--- src/rtl/ps_switch_ctrl_if.sv ---
// rtl/ps_switch_ctrl_if.sv - request/handshake/state bundle for ps_switch_ctrl
interface ps_switch_ctrl_if;
    logic        i_req;
    logic        o_req_ready;
    logic [1:0]  i_new_priv;
    logic        i_new_isa_c;
    logic [31:0] i_new_satp;
    logic [31:0] i_new_status;
    logic        i_force_flush;
    logic        i_pipe_empty;
    logic        o_tlb_flush;
    logic        i_tlb_flush_ack;
    logic        o_stall_fetch;
    logic [1:0]  o_priv;
    logic        o_isa_c;
    logic [31:0] o_satp;
    logic [31:0] o_status;
    logic        o_done;

    // Requester / pipeline side
    modport master (
        output i_req, i_new_priv, i_new_isa_c, i_new_satp, i_new_status,
               i_force_flush, i_pipe_empty, i_tlb_flush_ack,
        input  o_req_ready, o_tlb_flush, o_stall_fetch, o_priv, o_isa_c,
               o_satp, o_status, o_done
    );

    // Controller side
    modport slave (
        input  i_req, i_new_priv, i_new_isa_c, i_new_satp, i_new_status,
               i_force_flush, i_pipe_empty, i_tlb_flush_ack,
        output o_req_ready, o_tlb_flush, o_stall_fetch, o_priv, o_isa_c,
               o_satp, o_status, o_done
    );
endinterface

--- src/rtl/ps_switch_ctrl.sv ---
// rtl/ps_switch_ctrl.sv - sequences atomic priv/isa_c/satp/status changes with drain, TLB flush and settle
module ps_switch_ctrl #(
    parameter logic [1:0] RESET_PRIV    = 2'b11,
    parameter logic       RESET_ISA_C   = 1'b1,
    parameter int         SETTLE_CYCLES = 2
) (
    input  logic           i_clk,
    input  logic           i_rst_n,
    ps_switch_ctrl_if.slave bus
);

    localparam logic [2:0] IDLE   = 3'd0;
    localparam logic [2:0] DRAIN  = 3'd1;
    localparam logic [2:0] FLUSH  = 3'd2;
    localparam logic [2:0] COMMIT = 3'd3;
    localparam logic [2:0] SETTLE = 3'd4;

    localparam int CW = (SETTLE_CYCLES > 0) ? $clog2(SETTLE_CYCLES + 1) : 1;
    localparam logic [CW-1:0] SETTLE_LOAD = (SETTLE_CYCLES > 0) ? CW'(SETTLE_CYCLES - 1) : '0;

    logic [2:0]    state_q,      state_d;
    logic [1:0]    priv_q,       priv_d;
    logic          isa_c_q,      isa_c_d;
    logic [31:0]   satp_q,       satp_d;
    logic [31:0]   status_q,     status_d;
    logic [1:0]    lat_priv_q,   lat_priv_d;
    logic          lat_isa_c_q,  lat_isa_c_d;
    logic [31:0]   lat_satp_q,   lat_satp_d;
    logic [31:0]   lat_status_q, lat_status_d;
    logic          lat_force_q,  lat_force_d;
    logic [CW-1:0] cnt_q,        cnt_d;
    logic          stall_q,      stall_d;
    logic          flush_q,      flush_d;
    logic          done_q,       done_d;
    logic          need_flush;

    // Translation context changes if satp moves, or privilege moves while either side has paging on
    always_comb begin
        need_flush = lat_force_q
                   | (lat_satp_q != satp_q)
                   | ((lat_priv_q != priv_q) & (satp_q[31] | lat_satp_q[31]));
    end

    // Next-state, latch and commit logic; registered outputs are derived from the next state
    always_comb begin
        state_d      = state_q;
        priv_d       = priv_q;
        isa_c_d      = isa_c_q;
        satp_d       = satp_q;
        status_d     = status_q;
        lat_priv_d   = lat_priv_q;
        lat_isa_c_d  = lat_isa_c_q;
        lat_satp_d   = lat_satp_q;
        lat_status_d = lat_status_q;
        lat_force_d  = lat_force_q;
        cnt_d        = cnt_q;

        case (state_q)
            IDLE: begin
                if (bus.i_req) begin
                    lat_priv_d   = bus.i_new_priv;
                    lat_isa_c_d  = bus.i_new_isa_c;
                    lat_satp_d   = bus.i_new_satp;
                    lat_status_d = bus.i_new_status;
                    lat_force_d  = bus.i_force_flush;
                    state_d      = DRAIN;
                end
            end
            DRAIN: begin
                if (bus.i_pipe_empty) begin
                    state_d = need_flush ? FLUSH : COMMIT;
                end
            end
            FLUSH: begin
                if (bus.i_tlb_flush_ack) begin
                    state_d = COMMIT;
                end
            end
            COMMIT: begin
                priv_d   = lat_priv_q;
                isa_c_d  = lat_isa_c_q;
                satp_d   = lat_satp_q;
                status_d = lat_status_q;
                if (SETTLE_CYCLES > 0) begin
                    state_d = SETTLE;
                    cnt_d   = SETTLE_LOAD;
                end else begin
                    state_d = IDLE;
                end
            end
            SETTLE: begin
                if (cnt_q == '0) begin
                    state_d = IDLE;
                end else begin
                    cnt_d = cnt_q - CW'(1);
                end
            end
            default: begin
                state_d = IDLE;
            end
        endcase

        stall_d = (state_d != IDLE);
        flush_d = (state_d == FLUSH);
        done_d  = (state_d == IDLE) && ((state_q == COMMIT) || (state_q == SETTLE));
    end

    // State, architectural registers and registered handshake outputs
    always_ff @(posedge i_clk or negedge i_rst_n) begin
        if (!i_rst_n) begin
            state_q      <= IDLE;
            priv_q       <= RESET_PRIV;
            isa_c_q      <= RESET_ISA_C;
            satp_q       <= '0;
            status_q     <= '0;
            lat_priv_q   <= '0;
            lat_isa_c_q  <= 1'b0;
            lat_satp_q   <= '0;
            lat_status_q <= '0;
            lat_force_q  <= 1'b0;
            cnt_q        <= '0;
            stall_q      <= 1'b0;
            flush_q      <= 1'b0;
            done_q       <= 1'b0;
        end else begin
            state_q      <= state_d;
            priv_q       <= priv_d;
            isa_c_q      <= isa_c_d;
            satp_q       <= satp_d;
            status_q     <= status_d;
            lat_priv_q   <= lat_priv_d;
            lat_isa_c_q  <= lat_isa_c_d;
            lat_satp_q   <= lat_satp_d;
            lat_status_q <= lat_status_d;
            lat_force_q  <= lat_force_d;
            cnt_q        <= cnt_d;
            stall_q      <= stall_d;
            flush_q      <= flush_d;
            done_q       <= done_d;
        end
    end

    assign bus.o_req_ready   = (state_q == IDLE);
    assign bus.o_stall_fetch = stall_q;
    assign bus.o_tlb_flush   = flush_q;
    assign bus.o_done        = done_q;
    assign bus.o_priv        = priv_q;
    assign bus.o_isa_c       = isa_c_q;
    assign bus.o_satp        = satp_q;
    assign bus.o_status      = status_q;

endmodule

--- src/flat_wrapper.sv ---
// flat-port wrapper written by rule: the top's interface ports become plain ports
module ps_switch_ctrl_flat 
#(
    parameter logic [1:0] RESET_PRIV    = 2'b11,
    parameter logic       RESET_ISA_C   = 1'b1,
    parameter int         SETTLE_CYCLES = 2
)
  (i_clk, i_rst_n, bus_i_req, bus_i_new_priv, bus_i_new_isa_c, bus_i_new_satp, bus_i_new_status, bus_i_force_flush, bus_i_pipe_empty, bus_i_tlb_flush_ack, bus_o_req_ready, bus_o_tlb_flush, bus_o_stall_fetch, bus_o_priv, bus_o_isa_c, bus_o_satp, bus_o_status, bus_o_done);
  ps_switch_ctrl_if bus_i ();
  input  logic i_clk;
  input  logic i_rst_n;
  input wire logic [$bits(bus_i.i_req)-1:0] bus_i_req;
  input wire logic [$bits(bus_i.i_new_priv)-1:0] bus_i_new_priv;
  input wire logic [$bits(bus_i.i_new_isa_c)-1:0] bus_i_new_isa_c;
  input wire logic [$bits(bus_i.i_new_satp)-1:0] bus_i_new_satp;
  input wire logic [$bits(bus_i.i_new_status)-1:0] bus_i_new_status;
  input wire logic [$bits(bus_i.i_force_flush)-1:0] bus_i_force_flush;
  input wire logic [$bits(bus_i.i_pipe_empty)-1:0] bus_i_pipe_empty;
  input wire logic [$bits(bus_i.i_tlb_flush_ack)-1:0] bus_i_tlb_flush_ack;
  output wire logic [$bits(bus_i.o_req_ready)-1:0] bus_o_req_ready;
  output wire logic [$bits(bus_i.o_tlb_flush)-1:0] bus_o_tlb_flush;
  output wire logic [$bits(bus_i.o_stall_fetch)-1:0] bus_o_stall_fetch;
  output wire logic [$bits(bus_i.o_priv)-1:0] bus_o_priv;
  output wire logic [$bits(bus_i.o_isa_c)-1:0] bus_o_isa_c;
  output wire logic [$bits(bus_i.o_satp)-1:0] bus_o_satp;
  output wire logic [$bits(bus_i.o_status)-1:0] bus_o_status;
  output wire logic [$bits(bus_i.o_done)-1:0] bus_o_done;
  assign bus_i.i_req = bus_i_req;
  assign bus_i.i_new_priv = bus_i_new_priv;
  assign bus_i.i_new_isa_c = bus_i_new_isa_c;
  assign bus_i.i_new_satp = bus_i_new_satp;
  assign bus_i.i_new_status = bus_i_new_status;
  assign bus_i.i_force_flush = bus_i_force_flush;
  assign bus_i.i_pipe_empty = bus_i_pipe_empty;
  assign bus_i.i_tlb_flush_ack = bus_i_tlb_flush_ack;
  assign bus_o_req_ready = bus_i.o_req_ready;
  assign bus_o_tlb_flush = bus_i.o_tlb_flush;
  assign bus_o_stall_fetch = bus_i.o_stall_fetch;
  assign bus_o_priv = bus_i.o_priv;
  assign bus_o_isa_c = bus_i.o_isa_c;
  assign bus_o_satp = bus_i.o_satp;
  assign bus_o_status = bus_i.o_status;
  assign bus_o_done = bus_i.o_done;
  ps_switch_ctrl #(.RESET_PRIV(RESET_PRIV), .RESET_ISA_C(RESET_ISA_C), .SETTLE_CYCLES(SETTLE_CYCLES)) u_core (.i_clk(i_clk), .i_rst_n(i_rst_n), .bus(bus_i));
endmodule
--- config.mk ---
export PLATFORM = sky130hd
export DESIGN_NAME = ps_switch_ctrl_flat
export DESIGN_NICKNAME = d
export VERILOG_FILES = /design/src/rtl/ps_switch_ctrl_if.sv /design/src/rtl/ps_switch_ctrl.sv /design/src/flat_wrapper.sv
export SDC_FILE = /design/constraint.sdc
export NUM_CORES = 1
export LEC_CHECK = 0
export CELL_PAD_IN_SITES_DETAIL_PLACEMENT = 0
export CELL_PAD_IN_SITES_GLOBAL_PLACEMENT = 2
export CORE_MARGIN = 8
export CORE_UTILIZATION = 43
export CTS_BUF_LIST = sky130_fd_sc_hd__clkbuf_4 sky130_fd_sc_hd__clkbuf_8
export DETAILED_ROUTE_END_ITERATION = 6
export DONT_BUFFER_PORTS = 1
export PLACE_DENSITY = 0.8
export SYNTH_ARGS = -nofsm -noshare
export SYNTH_HDL_FRONTEND = slang
export SYNTH_SLANG_ARGS = --single-unit
export TNS_END_PERCENT = 50
--- constraint.sdc ---
create_clock -name i_clk -period 1.9 [get_ports i_clk]
set_input_delay 0.57 -clock i_clk [delete_from_list [all_inputs] [get_ports i_clk]]
set_output_delay 0.57 -clock i_clk [all_outputs]
set_load 0.03 [all_outputs]
Word level (Yosys, flattened, before mapping)
Cells that the tools add are included.
W data, S select, Z words.
- mux-type cells: 8
- bitwise logic cells: 4
- equal/unequal tests: 8
- reduce and logical (&&, ||, !) cells: 9
- add/subtract/negate cells: 1
- operators by type and width (operator ; number):
    $ne A32 B32 Y1 ; 1
    $pmux W3 S5 ; 1
    $mux W3 ; 4
    $eq A3 B2 Y1 const B ; 3
    $logic_not A3 Y1 ; 2
    $pmux W2 S2 ; 1
    $reduce_and A2 Y1 ; 2
    $eq A3 B1 Y1 const B ; 1
    $eq A3 B3 Y1 const B ; 1
    $or A1 B1 Y1 ; 3
    $reduce_bool A3 Y1 ; 1
    $logic_not A2 Y1 ; 1
    $mux W2 ; 1
    $ne A2 B2 Y1 ; 1
    $ne A2 B2 Y1 const B ; 1
    $reduce_bool A2 Y1 ; 1
    $sub A2 B1 Y2 const B ; 1
    $and A1 B1 Y1 ; 1
    $logic_and A1 B1 Y1 ; 1
    $logic_or A1 B1 Y1 ; 1
    $mux W1 ; 1
- bits of input ports: 73
- logic and storage cells: 44
- output and inout port bits: 71
- flip-flop bits (word level): 143

Logic depth before layout (Yosys ltp)
Gate-level depths: netlist of run 1.
- depth after elaboration: 8
- gate-level depth with buffers: 8

Worst setup path before layout of run 1
No wires, ideal clock.
- path kind: flip-flop to flip-flop
- from: register u_core.state_q[2]
- to: register u_core.lat_status_q[23]
- library setup time: 0.125 ns
- period minus slack after synthesis: 1.922 ns
- arrival time: 1.797 ns
- cell stages (with the launch flop): 8
- path slack: -0.022 ns
- cell sequence: dfrtp_1 > buf_6 > nor3_2 > and2_4 > buf_6 > buf_6 > buf_12 > mux2_4
- word-level cells in the longest chain between the ends: 2
- ends and longest elaborated chain (element ; line ; text):
    start, declared ; ps_switch_ctrl.sv:21 ; logic [2:0] state_q, state_d;
    start signal, assigned ; ps_switch_ctrl.sv:126 ; state_q <= state_d;
    $logic_not A3 Y1 ; -- ;
    named net bus_o_req_ready ; flat_wrapper.sv:20 ; output wire logic [$bits(bus_i.o_req_ready)-1:0] bus_o_req_ready;
    $reduce_and A2 Y1 (no line) ; -- ;
    end signal, assigned ; ps_switch_ctrl.sv:134 ; lat_status_q <= lat_status_d;
    end, declared ; ps_switch_ctrl.sv:29 ; logic [31:0] lat_status_q, lat_status_d;
The timed path passes the listed nets, and every way through them passes these cells.
A chain may end at the register's enable or synchronous reset.

Worst setup path after layout of run 1
- from: register u_core.state_q[1]
- to: output bus_o_req_ready
- word-level cells in the longest chain between the ends: 1
- ends and longest elaborated chain (element ; line ; text):
    $logic_not A3 Y1 ; ps_switch_ctrl.sv:143 ; assign bus.o_req_ready = (state_q == IDLE);
    end, declared ; flat_wrapper.sv:20 ;
Every way passes these cells.

==> metrics.md, run 1 <==
| Metric | Value |
|---|---|
| Critical path's top delay family | `flip-flops` |
| Reg2reg path depth | `5` |
| Crit Path Class | `reg -> out` |
| Synth cell types | `34` |
| Hold Slack | `-0.1648 ns` |
| Failing checks | `negative hold slack` |
| Crit path DAT | `1.25 ns` |
| DRC | `0` |
| First-pass GRT wire length | `19,420 um` |
| I/O pins | `144` |
| Origin of the critical flop-to-flop path | `u_core.state_q[1]` |
| VDD IR max | `0.0009904 V` |
| Layout Skew | `0.01174 ns` |
| Clock buffer depth | `2` |
| TritonCTS Sinks | `143` |
| Max Cap Viol | `0` |
| Critical path startpoint category | `flip-flop` |
| Root Driver | `clkbuf_8` |
| Sw power | `5.373 mW` |
| Area occupied by multi-input gates | `2138 um2` |
| IO buf count | `0` |
| WP data required | `1.33 ns` |
| Nets | `498` |
| Overflow left after global routing | `0` |
| CTS tree | `done` |
| Pint | `8.689 mW` |
| Total die area | `17,650 um2` |
| Vias in the first global route | `3,430` |
| Post-synth top area cell | `dfrtp_1` |
| Power share of the sequential group | `0.465` |
| Cell with the most instances after synthesis | `dfrtp_1` |
| Initial antenna violation count | `2` |
| Fin area | `6716 um2` |
| Die height | `132.9 um` |
| LEAKAGE | `2.916 nW` |
| Crit path largest cell delay | `0.45 ns` |
| Fin. Hold Viols | `140` |
| Area Growth Syn to Fin | `14.38%` |
| Gr usage total | `0.1425` |
| Setup TNS | `0 ns` |
| Max transition margin | `0.7419` |
| Area post-placement | `6310 um2` |
| Status | `finished, violations left` |
| Clk pwr share | `0.169` |
| Sw Share | `0.3821` |
| Fill count | `1,128` |
| Synth Cell Area | `5872 um2` |
| Routed wire length | `12,060 um` |
| Number of synthesized flops with an enable pin | `0` |
| GPL Wtd Cong | `0.7553` |
| Worst-path maximum fanout | `4` |
| Largest net degree at the start of global routing | `144` |
| Total CTS buffers | `17` |
| PD cells | `2094 nW/um2` |
| CP cell instances | `nor3_4, buf_4` |
| Post-detail-place hpwl | `8335 um` |
| Asr flop ratio synth | `1.000` |
| Crit path buf inv count | `1` |
| Slowest CP cell | `dfrtp_2` |
| 1st-iter DRT viols | `115` |
| Skew-Pair Late Insertion Delay | `0.43 ns` |
| Synth Area per Inst | `15.41 um2` |
| Drt first pass iters | `6` |
| Post-synth top area share | `0.5966` |
| Core area | `13,300 um2` |
| Diodes inserted | `0` |
| Final Core Density | `0.5052` |
| Row count | `42` |
| Yosys reg bits | `143` |
| Total number of yosys warnings | `0` |
| Vias per cell | `5.007` |
| Worst Setup End Kind | `output port` |
| Max Freq | `548.2 MHz` |
| Post-synthesis sequential area ratio | `0.6101` |
| Final Setup Violations | `0` |
| DR WL/cell | `19.70 um` |
| # H-tree levels | `4` |
| Gate Count Post-Synth | `381` |
| Antenna-violating nets left | `0` |
| Area contributors post-synth | `dfrtp_1 (60%), mux2_2 (24%), xnor2_1 (3.7%)` |
| Die Width | `132.9 um` |
| Final period utilization | `0.9600` |
| Reg clk slew, reported paths | `0.08 ns` |
| Worst-margin pin slew | `0.3872 ns` |
| Net Count, Synth | `456` |
| Starting Density | `0.4417` |
| FF/Latch Area | `3585 um2` |
| Combinational power share | `0.366` |
| R2R Path End | `u_core.bus.o_satp[8]` |
| Hold crit path type | `in -> async` |
| Slew Limit Fails | `0` |
| FF-to-FF setup slack | `0.14 ns` |
| Top post-synthesis cells by count | `dfrtp_1 (140), mux2_2 (125), xnor2_1 (25)` |
| Share of layout cells above drive strength 1 | `0.4931` |
| Fin crit period | `1.824 ns` |
| RSZ-0062 raised after global routing | `no` |
| Vias | `3,064` |
| Top FF cell, synth | `dfrtp_1` |
==> per-layer routing <==
| layer | global-route usage | vias to the layer above | wire length [um] |
|---|---|---|---|
| met1 | 0.1664 | 1529 | 5014 |
| met3 | 0.06245 | 17 | 1010 |
| met5 | 0 | - | 18 |
| met2 | 0.2245 | 93 | 5807 |
| met4 | 0.05868 | 4 | 209 |
| li1 | - | 1421 | - |
==> worst register-to-register path, delay by kind of cell (launching register included) <==
family                 cells  cell delay (ns)
muxes                      1             0.39
DFF                        1             0.45
and+or+nand+nor            2             0.40
buffers and inverters      2             0.40
==> area by class of cell <==
type                       count  share of cell area
clock buffer                  23             0.04247
sequential                   143              0.5337
tap                          176             0.03279
inverter                       5            0.002794
multi-input combinational    215              0.3184
clock inverter                 9             0.01658
timing repair buffer          41             0.05328
==> per-stage QoR <==
stage / hold WS (ns) / power [mW] / instances / setup WS [ns]
after floorplan: 0.2744 / 10.31 / 381 / 0.1022
after global placement: 0.2804 / 11.63 / 579 / 0.2377
after detailed placement: 0.2809 / 11.84 / 579 / 0.1516
after CTS: -0.2052 / 14.28 / 611 / 0.009601
after global routing: -0.2143 / 14.96 / 612 / 0.007186
final: -0.1648 / 14.06 / 612 / 0.07596
==> logic make-up (layout without fill, tap and decap cells) <==
family / Yosys count / in the layout / share of synthesized area
buffers and inverters: 23 / 78 / 0.02813
AOI/OAI and AO/OA: 15 / 15 / 0.01513
xor gates and xnor gates: 33 / 33 / 0.04922
muxes: 134 / 134 / 0.2619
adders and majority gates: 2 / 2 / 0.004261
DFF: 143 / 143 / 0.6101
and+or+nand+nor: 31 / 31 / 0.03132
==> layout by cell type, fill, tap and decap left out, types with 2 or more instances in the layout <==
cell / instances
dfrtp_1: 138
mux2_2: 125
buf_4: 37
xnor2_1: 25
clkbuf_8: 18
xor2_1: 8
mux2_4: 8
nand4_1: 7
o21ai_0: 7
inv_1: 5
nand2_1: 5
clkbuf_4: 5
nand2b_1: 4
buf_12: 4
a21oi_1: 3
nor3_1: 3
nor4_1: 3
clkinv_4: 3
dfstp_2: 3
ha_1: 2
bufinv_16: 2
clkinvlp_4: 2
clkinv_2: 2
dfrtp_2: 2
==> power by group through the flow <==
stage	logic [mW]	clock network, mW	registers (mW)
6_report	5.15	2.37	6.54
5_1_grt	5.61	2.59	6.77
4_1_cts	5.23	2.47	6.58
3_5_place_dp	5.21	0	6.63
3_3_place_gp	5.08	0	6.55
2_1_floorplan	3.28	0	7.03
==> flip-flops by register name (all words and copies together), names as in the netlist <==
register	cells
u_core.state_q	3
u_core.bus.o_priv	2
u_core.bus.o_satp	32
u_core.bus.o_done	1
u_core.bus.o_isa_c	1
u_core.lat_isa_c_q	1
u_core.bus.o_status	32
u_core.cnt_q	2
u_core.lat_force_q	1
u_core.bus.o_stall_fetch	1
u_core.lat_priv_q	2
u_core.bus.o_tlb_flush	1
u_core.lat_satp_q	32
u_core.lat_status_q	32
==> worst max-delay path by stage <==
stage / start / slack, ns / to / cells past startpoint
2_1_floorplan: u_core.bus.o_satp[31] / 0.10 / u_core.bus.o_tlb_flush / 7
3_3_place_gp: u_core.state_q[1] / 0.24 / u_core.bus.o_satp[21] / 4
3_5_place_dp: u_core.bus.o_satp[31] / 0.15 / u_core.bus.o_tlb_flush / 7
4_1_cts: u_core.state_q[1] / 0.01 / bus_o_req_ready / 2
5_1_grt: u_core.state_q[2] / 0.007 / bus_o_req_ready / 2
6_report: u_core.state_q[1] / 0.08 / bus_o_req_ready / 2
==> timing repair <==
action / 4_1_cts / 5_1_grt
pin swaps: 0 / 0
endpoints found under the hold margin: 143 / 142
buffers inserted: 0 / 1
endpoints found under the setup margin: 1 / 1
resized for setup: 2 / 0
Note: power is estimated with default switching activity, not from simulation.
==> run 2: changes to the inputs <==
Settings changed: CORE_ASPECT_RATIO set to 1.2.
==> metrics.md, run 2 (synthesis results as in run 1) <==
| Metric | Value |
|---|---|
| Status | `finished, violations left (unchanged)` |
| Failing checks | `negative hold slack (unchanged)` |
| VDD IR max | `0.0009266 V (was 0.0009904 V)` |
| Total power | `13.95 mW (was 14.06 mW)` |
| LEAKAGE | `2.909 nW (was 2.916 nW)` |
| Critical path startpoint category | `flip-flop (unchanged)` |
| IO buf count | `0 (unchanged)` |
| PD cells | `2076 nW/um2 (was 2094 nW/um2)` |
| Crit path DAT | `1.24 ns (was 1.25 ns)` |
| Root Driver | `clkbuf_8 (unchanged)` |
| Fill count | `1,207 (was 1,128)` |
| Starting Density | `0.4323 (was 0.4417)` |
| Vias | `3,086 (was 3,064)` |
| Antenna-violating nets left | `0 (unchanged)` |
| Hold Slack | `-0.1671 ns (was -0.1648 ns)` |
| Crit Path Class | `reg -> out (unchanged)` |
| Pint | `8.605 mW (was 8.689 mW)` |
| I/O pins | `144 (unchanged)` |
| Total die area | `17,670 um2 (was 17,650 um2)` |
| Worst Setup End Kind | `output port (unchanged)` |
| CTS tree | `done (unchanged)` |
| Worst-path maximum fanout | `9 (was 4)` |
| Hold crit path type | `in -> async (unchanged)` |
| Post-detail-place hpwl | `8579 um (was 8335 um)` |
| Skew-Pair Late Insertion Delay | `0.44 ns (was 0.43 ns)` |
| Area Growth Syn to Fin | `14.45% (was 14.38%)` |
| 1st-iter DRT viols | `140 (was 115)` |
| Die Width | `122.7 um (was 132.9 um)` |
| Layout Skew | `0.007917 ns (was 0.01174 ns)` |
| Overflow left after global routing | `0 (unchanged)` |
| Sw power | `5.349 mW (was 5.373 mW)` |
| Sw Share | `0.3833 (was 0.3821)` |
| Initial antenna violation count | `1 (was 2)` |
| Die height | `144.0 um (was 132.9 um)` |
| Critical path's top delay family | `flip-flops (unchanged)` |
| Clock buffer depth | `2 (unchanged)` |
| Drt first pass iters | `4 (was 6)` |
| Origin of the critical flop-to-flop path | `u_core.bus.o_satp[31] (was u_core.state_q[1])` |
| Fin. Hold Viols | `141 (was 140)` |
| Largest net degree at the start of global routing | `144 (unchanged)` |
| Final Core Density | `0.4947 (was 0.5052)` |
| Max Freq | `551.1 MHz (was 548.2 MHz)` |
| Max transition margin | `0.7468 (was 0.7419)` |
| Vias in the first global route | `3,370 (was 3,430)` |
| GPL Wtd Cong | `0.6845 (was 0.7553)` |
| # H-tree levels | `4 (unchanged)` |
| Routed wire length | `11,920 um (was 12,060 um)` |
| Final Setup Violations | `0 (unchanged)` |
| R2R Path End | `u_core.state_q[0] (was u_core.bus.o_satp[8])` |
| WP data required | `1.33 ns (about the same)` |
| Gr usage total | `0.1417 (was 0.1425)` |
| Total CTS buffers | `17 (unchanged)` |
| Most frequent cells in the layout | `dfrtp_1 (138), mux2_2 (125), buf_4 (35) (was dfrtp_1 (138), mux2_2 (125), buf_4 (37))` |
| Vias per cell | `5.084 (was 5.007)` |
| Power share of the sequential group | `0.474 (was 0.465)` |
| Combinational power share | `0.361 (was 0.366)` |
| FF-to-FF setup slack | `0.13 ns (was 0.14 ns)` |
| Final period utilization | `0.9550 (was 0.9600)` |
| Max Cap Viol | `0 (unchanged)` |
| Most common cell after layout, fill and taps aside | `dfrtp_1 (unchanged)` |
| CP cell instances | `nor3_4, buf_4 (unchanged)` |
| First-pass GRT wire length | `18,660 um (was 19,420 um)` |
| Crit path largest cell delay | `0.48 ns (was 0.45 ns)` |
| DR WL/cell | `19.64 um (was 19.70 um)` |
| Crit path buf inv count | `1 (unchanged)` |
| DRC | `0 (unchanged)` |
| Reg2reg path depth | `7 (was 5)` |
| Row count | `47 (was 42)` |
| Setup crit start | `u_core.state_q[2] (was u_core.state_q[1])` |
| Reg clk slew, reported paths | `0.07 ns (was 0.08 ns)` |
| Clk pwr share | `0.164 (was 0.169)` |
| Nets | `497 (was 498)` |
| Slew Limit Fails | `0 (unchanged)` |
| Worst-margin pin slew | `0.3798 ns (was 0.3872 ns)` |
| Core area | `13,580 um2 (was 13,300 um2)` |
| Fin crit period | `1.815 ns (was 1.824 ns)` |
| Share of layout cells above drive strength 1 | `0.4966 (was 0.4931)` |
| TritonCTS Sinks | `143 (unchanged)` |
| Slowest CP cell | `dfrtp_2 (unchanged)` |
## run 2: cell count changes in the layout (fill, tap and decap cells not counted)
cell / change
clkinvlp_4: +2
buf_4: -2
clkbuf_8: +3
diode_2: +1
clkinv_2: +1
clkinv_4: -2
clkbuf_4: -3
buf_12: +1
nor4_1: -1
nor3b_1: -1
nor4_2: +1
bufinv_16: -1
nor3b_2: +1
## run 2: worst max path at each step
stage          cells after the start                     end  slack [ns]
2_1_floorplan                      7  u_core.bus.o_tlb_flush        0.10
3_3_place_gp                       7  u_core.bus.o_tlb_flush        0.23
3_5_place_dp                       7       u_core.state_q[0]        0.11
4_1_cts                            2         bus_o_req_ready        0.04
5_1_grt                            7       u_core.state_q[0]       -0.06
6_report                           2         bus_o_req_ready        0.09
## run 2: per-layer routing
layer,routed length [um],share of wire,track usage,up-vias
met5,10,0.00084,0,-
met4,206,0.017,0.06491,2
met3,1033,0.087,0.06484,18
met2,6186,0.52,0.2296,87
met1,4486,0.38,0.1554,1560
li1,-,-,-,1419
## run 2: through the flow
step / setup slack (ns) / TNS (ns) / instances / cell area, um2
final: 0.08548 / 0 / 607 / 6720
after global routing: -0.05727 / -0.05727 / 606 / 6718
after CTS: 0.03784 / 0 / 606 / 6706
after detailed placement: 0.1123 / 0 / 573 / 6309
after global placement: 0.2348 / 0 / 573 / 6309
after floorplan: 0.1022 / 0 / 381 / 5878
## run 2: power groups by stage
stage / Combinational (mW) / Clock (mW) / Sequential (mW)
after floorplan: 3.28 / 0 / 7.03
after global placement: 4.98 / 0 / 6.63
after detailed placement: 5.10 / 0 / 6.73
after CTS: 5.15 / 2.38 / 6.67
after global routing: 5.46 / 2.51 / 6.85
final: 5.04 / 2.29 / 6.62
## run 2: worst reg2reg max path: cells and delay by family (launching register included)
family / cells / cell delay, ns
AO/OA/AOI/OAI: 1 / 0.28
flip-flops: 1 / 0.35
adder cells (fa/ha/maj): 1 / 0.29
AND/OR/NAND/NOR: 4 / 0.72
buffers and inverters: 1 / 0.05
## run 2: area by class of cell
| cell class | count | area [um2] | share of cell area |
|---|---|---|---|
| multi-input combinational | 215 | 2150 | 0.3199 |
| inverter | 5 | 18.77 | 0.002793 |
| clock buffer | 23 | 304.0 | 0.04524 |
| clock inverter | 9 | 83.83 | 0.01247 |
| tap | 171 | 214.0 | 0.03184 |
| timing repair buffer | 40 | 362.8 | 0.05399 |
| sequential | 143 | 3585 | 0.5334 |
| antenna | 1 | 2.502 | 0.0003724 |
## run 2: repair_timing
action	CTS	global route
pin swaps	0	2
setup endpoints to repair	1	2
gates resized for setup	2	2
setup buffers	1	0
hold endpoints to repair	143	143
==> run 3: changes to the inputs <==
Settings changed: CORE_UTILIZATION 43 to 41.
Clock period 1.9 ns to 1.5 ns, I/O delays scaled along.
==> metrics.md, run 3 (synthesis results as in run 1) <==
| Metric | Value |
|---|---|
| Status | `finished, violations left (unchanged)` |
| Failing checks | `negative hold slack, negative setup slack (was negative hold slack)` |
| Most frequent cells in the layout | `dfrtp_1 (138), mux2_4 (72), mux2_2 (61) (was dfrtp_1 (138), mux2_2 (125), buf_4 (35))` |
| Largest net degree at the start of global routing | `144 (unchanged)` |
| Layout Skew | `0.006966 ns (was 0.007917 ns)` |
| Crit path DAT | `1.30 ns (was 1.24 ns)` |
| Die Width | `125.2 um (was 122.7 um)` |
| Total die area | `18,420 um2 (was 17,670 um2)` |
| Vias in the first global route | `3,763 (was 3,370)` |
| GPL Wtd Cong | `0.6711 (was 0.6845)` |
| FF-to-FF setup slack | `-0.22 ns (was 0.13 ns)` |
| Core area | `14,170 um2 (was 13,580 um2)` |
| Worst Setup End Kind | `output port (unchanged)` |
| Final period utilization | `1.165` |
| Die height | `147.1 um (was 144.0 um)` |
| Worst-margin pin slew | `0.3376 ns (was 0.3798 ns)` |
| Reg clk slew, reported paths | `0.08 ns (was 0.07 ns)` |
| Most common cell after layout, fill and taps aside | `dfrtp_1 (unchanged)` |
| I/O pins | `144 (unchanged)` |
| Fin crit period | `1.747 ns` |
| Initial antenna violation count | `0 (was 1)` |
| Worst-path maximum fanout | `2 (was 9)` |
| Hold crit path type | `in -> async (unchanged)` |
| Vias per cell | `5.200 (was 5.084)` |
| Max Freq | `572.4 MHz` |
| Final setup margin | `-0.2472 ns (was 0.08548 ns)` |
| Slew Limit Fails | `0 (unchanged)` |
| VDD IR max | `0.001049 V (was 0.0009266 V)` |
| Root Driver | `clkbuf_8 (unchanged)` |
| TritonCTS Sinks | `143 (unchanged)` |
| Skew-Pair Late Insertion Delay | `0.43 ns (was 0.44 ns)` |
| IO buf count | `0 (unchanged)` |
| Row count | `48 (was 47)` |
| Overflow left after global routing | `0 (unchanged)` |
| Vias | `3,328 (was 3,086)` |
| LEAKAGE | `3.441 nW (was 2.909 nW)` |
| CTS tree | `done (unchanged)` |
| WP data required | `1.05 ns (was 1.33 ns)` |
| Hold Slack | `-0.2949 ns (was -0.1671 ns)` |
| 1st-iter DRT viols | `117 (was 140)` |
| Max transition margin | `0.7749 (was 0.7468)` |
| Share of layout cells above drive strength 1 | `0.5462 (was 0.4966)` |
| Setup crit start | `u_core.state_q[2] (unchanged)` |
| Setup TNS | `-9.991 ns (was 0 ns)` |
| Area post-placement | `6450 um2 (was 6309 um2)` |
| Routed wire length | `13,810 um (was 11,920 um)` |
| Gr usage total | `0.1537 (was 0.1417)` |
| First-pass GRT wire length | `21,590 um (was 18,660 um)` |
| Total power | `20.71 mW (was 13.95 mW)` |
| RSZ-0062 raised after global routing | `yes` |
| Max Cap Viol | `0 (unchanged)` |
| Reg2reg path depth | `7 (unchanged)` |
| Critical path startpoint category | `flip-flop (unchanged)` |
| Antenna-violating nets left | `0 (unchanged)` |
| # H-tree levels | `4 (unchanged)` |
| Fin area | `7607 um2 (was 6720 um2)` |
| DR WL/cell | `21.58 um (was 19.64 um)` |
| Starting Density | `0.4143 (was 0.4323)` |
| Crit Path Class | `reg -> out (unchanged)` |
| PD cells | `2722 nW/um2 (was 2076 nW/um2)` |
| Final Core Density | `0.5367 (was 0.4947)` |
| Nets | `528 (was 497)` |
| Clock buffer depth | `2 (unchanged)` |
| Drt first pass iters | `4 (unchanged)` |
| DRC | `0 (unchanged)` |
| Final Setup Violations | `80 (was 0)` |
| Fin. Hold Viols | `143 (was 141)` |
| Area Growth Syn to Fin | `29.55% (was 14.45%)` |
| Diodes inserted | `0 (was 1)` |
| Origin of the critical flop-to-flop path | `u_core.state_q[2] (was u_core.bus.o_satp[31])` |
| Total CTS buffers | `17 (unchanged)` |
| Post-detail-place hpwl | `8878 um (was 8579 um)` |
[run 3: what timing repair did]
item                                    4_1_cts  5_1_grt
setup buffers                                11        2
hold endpoints to repair                    143      143
gates cloned                                  5        1
pin swaps                                    10        2
endpoints found under the setup margin       76      146
gates resized for setup                      79       50
[run 3: routing by layer]
metal | up-vias | wire length [um] | global-route usage
li1 | 1484 | - | -
met1 | 1743 | 5307 | 0.1635
met2 | 86 | 7227 | 0.2620
met3 | 15 | 1068 | 0.07288
met4 | 0 | 206 | 0.05430
met5 | - | 0 | 0
[run 3: critical path, stage by stage, from the launching register on]
cell and delay [ns]:
dfrtp_2 0.42, nor3_4 0.20, buf_4 0.13, buf_6 0.12
[run 3: layout make-up]
class	instances	area, um2
clock inverters	10	162.7
inverters	5	18.77
repair buffers	71	910.9
flip-flops and latches	143	3585
well taps	175	219.0
fillers	1166	6566
clock buffers	21	270.3
multi-input cells	215	2441
[run 3: path summary, 6_finish.rpt]
| check | to |
|---|---|
| setup reg to reg | u_core.lat_status_q[6] |
| min in group i_clk | u_core.lat_satp_q[14] |
| setup / recovery | bus_o_req_ready |
| hold reg to reg | u_core.lat_status_q[9] |
| max in group asynchronous | u_core.bus.o_isa_c |
| hold / removal | u_core.bus.o_satp[27] |
[run 3: metrics by stage]
| stage | hold slack (ns) | std cells | setup WS, ns |
|---|---|---|---|
| after floorplan | 0.1544 | 381 | -0.2579 |
| after global placement | 0.1581 | 595 | -0.1807 |
| after detailed placement | 0.1579 | 595 | -0.2848 |
| after CTS | -0.3334 | 642 | -0.2838 |
| after global routing | -0.3519 | 640 | -0.3295 |
| final | -0.2949 | 640 | -0.2472 |
[run 3: power by group]
part           switching, mW  total [mW]  internal, mW  leakage, nW
combinational           3.70        9.10          5.41         1.53
clock                   1.39        3.29          1.90        0.216
sequential              2.45        8.31          5.86         1.70
